**src/rtl/fetch_ctrl_pkg.sv**
```systemverilog
// Shared encodings for the fetch/decode/execute controller: FSM states,
// PC-select codes and instruction opcodes.
package fetch_ctrl_pkg;

    typedef enum logic [1:0] {
        ST_FETCH   = 2'd0,
        ST_DECODE  = 2'd1,
        ST_EXECUTE = 2'd2,
        ST_HALT    = 2'd3
    } state_t;

    localparam logic [1:0] PS_HOLD   = 2'b00;
    localparam logic [1:0] PS_INC    = 2'b01;
    localparam logic [1:0] PS_BRANCH = 2'b10;
    localparam logic [1:0] PS_JUMP   = 2'b11;

    localparam logic [3:0] OP_NOP  = 4'h0;
    localparam logic [3:0] OP_LD   = 4'h8;
    localparam logic [3:0] OP_ST   = 4'h9;
    localparam logic [3:0] OP_BRZ  = 4'hA;
    localparam logic [3:0] OP_BRNZ = 4'hB;
    localparam logic [3:0] OP_JMP  = 4'hC;
    localparam logic [3:0] OP_HALT = 4'hF;

endpackage

```
**src/rtl/fetch_decode.sv**
```systemverilog
// Pure combinational opcode decoder; the caller gates its outputs so they
// only take effect during EXECUTE.
module fetch_decode
    import fetch_ctrl_pkg::*;
(
    input  logic [3:0] opcode,
    input  logic       zero,
    output logic [1:0] ps,
    output logic       rw,
    output logic       mw,
    output logic [3:0] alu_op,
    output logic       illegal_op
);

    always_comb begin
        ps         = PS_INC;
        rw         = 1'b0;
        mw         = 1'b0;
        alu_op     = 4'h0;
        illegal_op = 1'b0;
        case (opcode)
            OP_NOP: ps = PS_INC;
            4'h1, 4'h2, 4'h3, 4'h4, 4'h5, 4'h6, 4'h7: begin
                alu_op = opcode;
                rw     = 1'b1;
            end
            OP_LD:   rw = 1'b1;
            OP_ST:   mw = 1'b1;
            OP_BRZ:  ps = zero ? PS_BRANCH : PS_INC;
            OP_BRNZ: ps = zero ? PS_INC : PS_BRANCH;
            OP_JMP:  ps = PS_JUMP;
            OP_HALT: ps = PS_HOLD;
            // 0xD and 0xE fall through as a NOP that flags the fault
            default: illegal_op = 1'b1;
        endcase
    end

endmodule

```
**src/rtl/fetch_control.sv**
```systemverilog
// Multi-cycle instruction sequencer: FETCH -> DECODE -> EXECUTE, with a
// terminal HALT state and a sticky illegal-opcode flag.
module fetch_control
    import fetch_ctrl_pkg::*;
(
    input  logic        clk_main,
    input  logic        reset,
    input  logic [5:0]  PC,
    output logic [5:0]  instr_addr,
    input  logic [15:0] instr_data,
    input  logic        instr_valid,
    input  logic        zero,
    input  logic [15:0] reg_a_data,
    output logic [1:0]  PS,
    output logic [3:0]  SA,
    output logic [3:0]  SB,
    output logic [3:0]  DR,
    output logic [5:0]  A,
    output logic [3:0]  alu_op,
    output logic        RW,
    output logic        MW,
    output logic        halted,
    output logic        illegal
);

    state_t      state_q, state_d;
    logic [15:0] ir_q, ir_d;
    logic        illegal_q, illegal_d;

    logic [1:0]  dec_ps;
    logic        dec_rw;
    logic        dec_mw;
    logic [3:0]  dec_alu;
    logic        dec_ill;

    // Jump targets are only 6 bits wide; the upper register bits are dropped.
    logic        unused_reg_a_hi;
    assign unused_reg_a_hi = ^reg_a_data[15:6];

    fetch_decode u_decode (
        .opcode     (ir_q[15:12]),
        .zero       (zero),
        .ps         (dec_ps),
        .rw         (dec_rw),
        .mw         (dec_mw),
        .alu_op     (dec_alu),
        .illegal_op (dec_ill)
    );

    always_ff @(posedge clk_main or posedge reset) begin
        if (reset) begin
            state_q   <= ST_FETCH;
            ir_q      <= 16'h0000;
            illegal_q <= 1'b0;
        end else begin
            state_q   <= state_d;
            ir_q      <= ir_d;
            illegal_q <= illegal_d;
        end
    end

    always_comb begin
        state_d   = state_q;
        ir_d      = ir_q;
        illegal_d = illegal_q;
        PS        = PS_HOLD;
        RW        = 1'b0;
        MW        = 1'b0;
        alu_op    = 4'h0;
        A         = 6'h00;
        halted    = 1'b0;
        case (state_q)
            ST_FETCH: begin
                if (instr_valid) begin
                    ir_d    = instr_data;
                    state_d = ST_DECODE;
                end
            end
            ST_DECODE: state_d = ST_EXECUTE;
            ST_EXECUTE: begin
                PS     = dec_ps;
                RW     = dec_rw;
                MW     = dec_mw;
                alu_op = dec_alu;
                if (ir_q[15:12] == OP_JMP)
                    A = reg_a_data[5:0];
                if (dec_ill)
                    illegal_d = 1'b1;
                state_d = (ir_q[15:12] == OP_HALT) ? ST_HALT : ST_FETCH;
            end
            ST_HALT: halted = 1'b1;
            default: state_d = ST_FETCH;
        endcase
    end

    assign instr_addr = PC;
    assign DR         = ir_q[11:8];
    assign SA         = ir_q[7:4];
    assign SB         = ir_q[3:0];
    assign illegal    = illegal_q;

endmodule

```
**config.mk**
```make
export PLATFORM = sky130hd
export DESIGN_NAME = fetch_control
export DESIGN_NICKNAME = d
export VERILOG_FILES = /design/src/rtl/fetch_ctrl_pkg.sv /design/src/rtl/fetch_decode.sv /design/src/rtl/fetch_control.sv
export SDC_FILE = /design/constraint.sdc
export NUM_CORES = 1
export LEC_CHECK = 0
export CORE_ASPECT_RATIO = 0.8
export CORE_MARGIN = 2
export CORE_UTILIZATION = 36
export CTS_CLUSTER_DIAMETER = 80
export CTS_CLUSTER_SIZE = 40
export DETAILED_ROUTE_END_ITERATION = 7
export PLACE_DENSITY_LB_ADDON = 0.05
export SKIP_LAST_GASP = 1
export SLEW_MARGIN = 20
export SYNTH_ARGS = -nofsm -noshare
export SYNTH_HDL_FRONTEND = slang
export SYNTH_SLANG_ARGS = --single-unit
```
**constraint.sdc**
```tcl
create_clock -name clk_main -period 1.9 [get_ports clk_main]
set_input_delay 0.285 -clock clk_main [delete_from_list [all_inputs] [get_ports clk_main]]
set_output_delay 0.285 -clock clk_main [all_outputs]
set_load 0.02 [all_outputs]
```
==> results.md <==
* Top flip-flop cell by instance count after synthesis: dfrtp_1
* Antenna diode count at 0
* Main combinational cell family by area after synthesis: buffers and inverters
* Final worst path period share at 97.56%
* Simple-gate portion of the synthesized area at 12.43%
* Global-route congestion overflow total at 0
* Core area at 0.003085 mm²
* Clock tree sinks at 19
* Share of synthesized flip-flops with an asynchronous set or reset at 100.0%
* Hold WC Path Type: in2async
* Total power consumption of the routed design at 2403 µW
* Total number of nets in the final design at 195
* Clock tree from TritonCTS: done
* Maximum clock frequency at 539.5 MHz
* VDD IR-drop max at 789.2 µV
* Insertion delay of the later-clocked pin in the worst-skew pair at 0.25 ns
* Std cell rows at 18
* Unrepaired setup endpoints after global routing: yes
* Static Leakage at 0.0007467 µW
* Number of buffers added by the clock tree synthesis step at 3
* HPWL reported at the end of detailed placement at 1755 µm
* Register bit total from synthesis at 19
* Antenna violations before repair at 0
* Critical setup path kind: reg2out
* Die area at 0.003687 mm²
* Maximum number of pins on one net before global-route repair at 20
* Yosys top cell by area: dfrtp_1
* Number of iterations in the first detailed-routing pass at 2
* All-Layer GR Usage at 13.15%
* Number of hold violations in the final report at 0
* Total nets after synthesis at 151
* Routed Antenna Nets at 0
* Number of violations reported at the end of detailed-routing iteration 0 at 7
* Max-slew violation count at 0
* Total power per unit cell area at 1444 mW/mm²
* Cell area after synthesis at 0.001157 mm²
* Number of global-route vias before repair at 838
* Worst path arrival time at 1.57 ns
* Critical path peak fanout at 6
* Top cell type's share of synthesized area at 41.08%
* Worst endpoint required time at 1.62 ns
* Worst slack at placement at -0.1992 ns
* Average wire per cell in the routed design at 11.98 µm
* Compound-Gate Fraction of Synth Area at 4.649%
* Number of cells in the design after placement at 183
* First-pass GRT wire length at 3560 µm
* Global placement routability congestion at 0.6887
* Effective utilization at floorplan at 37.51%
* Top cells by instance count after synthesis: buf_4, dfrtp_1, mux2_2
* Unique masters post-synth at 26
* Multiplexer area fraction after synthesis at 16.54%
* Height of the die at 54.72 µm
* Capturing element type of the critical path: output port
* Final cell count without fillers at 187
* Seq/Total Area, Yosys at 41.08%
* Avg Vias per Cell at 4.460
* Avg Inst Size Synth at 11.13 µm²
* Layout Skew at 0.001852 ns
* Area post-placement at 0.001627 mm²
* Total number of vias at 834
* Width of the chip at 67.39 µm
* Adder-cell area share of the yosys netlist at 5.405%
* Sum of routed wire length over all layers at 2240 µm
* Kind of start point of the critical path: register
* Least setup slack across all paths after layout at 0.04640 ns
* Buffers on Ports at 52
* Final cell area excluding filler cells at 0.001664 mm²
* Post-layout minimum cycle time at 1.854 ns
* Run status: completed
* CTS Root Cell: clkbuf_8
* Total of warnings raised by yosys at 0
* Synth Area in XOR/XNOR at 3.027%
* Most numerous cell in the Yosys netlist: buf_4
* Dominant cells by area after synthesis: dfrtp_1, mux2_2, buf_4
* Buffer levels on the longest clock path at 2
* Share of final-layout standard cells stronger than drive strength 1 at 31.97%
* Count of flip-flops with a built-in enable after synthesis at 0
* Layout-stage area growth over the synthesis result at 43.78%
* Drt drc at 0
* Setup-failing EPs final at 0
* Clock transition at the registers of the reported paths at 0.07 ns
* Hold-fix buffer count after cts at 0
* Instance count of the mapped netlist at 104
* H-tree levels at 1
* Boundary Pins at 76
* Maximum Capacitance Violations at 0
## worst paths after layout
kind / startpoint / endpoint / slack, ns / cells after the start
setup / recovery: state_q[0] / A[0] / 0.05 / 6
hold / removal: reset / ir_q[6] / 0.35 / 3
setup reg to reg: state_q[1] / ir_q[15] / 0.24 / 5
hold reg to reg: illegal / illegal / 0.48 / 1
max in group asynchronous: reset / ir_q[12] / 1.33 / 3
min in group clk_main: illegal / illegal / 0.48 / 1
## repair_timing
item	CTS	global route
pin swaps	3	3
resized for setup	43	11
setup endpoints to repair	13	11
setup buffers	0	0
## cell type report
cell class	count	area [µm²]
clock inverter	1	5.005
multi-input combinational	57	510.5
sequential	19	476.7
fill	292	1421
tap	40	50.05
timing repair buffer	61	558.0
clock buffer	3	41.29
inverter	6	22.52
## worst max-delay path, stage by stage (launching register included)
cell	delay, ns
dfrtp_1	0.39
inv_2	0.08
ha_4	0.15
nand2_4	0.06
nor4b_4	0.30
and2_1	0.18
clkbuf_2	0.16
## flip-flops by register name, summed over array words and instances (netlist names)
register	count
illegal	1
ir_q	16
state_q	2
## per-stage QoR
stage	utilization [%]	setup TNS, ns	hold slack (ns)
floorplan	-	0	0.2361
global placement	52.72	-1.429	0.4658
detailed placement	52.72	-1.728	0.4652
CTS	54.38	-0.1865	0.3639
global route	53.93	-0.2647	0.3818
finish	53.93	0	0.3545
## cell families after synthesis
group | count (synthesis)
AO/OA/AOI/OAI | 8
XOR/XNOR | 4
adder cells (fa/ha/maj) | 5
buffers and inverters | 28
flip-flops | 19
multiplexers | 17
other | 1
AND/OR/NAND/NOR | 22
## power by group
part	switching (µW)	leakage (µW)	internal, µW
registers	158	0.000224	613
logic	610	0.000497	748
clock network	129	0.0000255	145
total	897	0.000747	1510
## placed cells by master, fill, tap and decap left out, types with 2 or more instances in the layout
cell / synthesis / final
nand2_1: 2 / 2
o21bai_1: 2 / 2
buf_4: 20 / 11
buf_6: 0 / 3
xnor2_1: 2 / 2
a21oi_1: 2 / 2
inv_1: 6 / 5
ha_1: 5 / 4
clkbuf_2: 0 / 4
and2_1: 9 / 9
xor2_1: 2 / 2
dlygate4sd2_1: 0 / 3
dfrtp_1: 19 / 18
clkdlybuf4s50_1: 0 / 39
mux2_2: 17 / 17
nor2_1: 3 / 2
clkbuf_8: 1 / 3
## per-layer routing
metal / GRT usage (%) / wire length (µm) / vias to the layer above / part of all wire [%]
met5: 0 / 0 / - / 0
met4: 5.102 / 17 / 0 / 0.76
met3: 3.704 / 228 / 4 / 10
met2: 23.27 / 1017 / 37 / 45
met1: 15.29 / 976 / 384 / 44
li1: - / - / 409 / -
(Power assumes the default switching activity.)
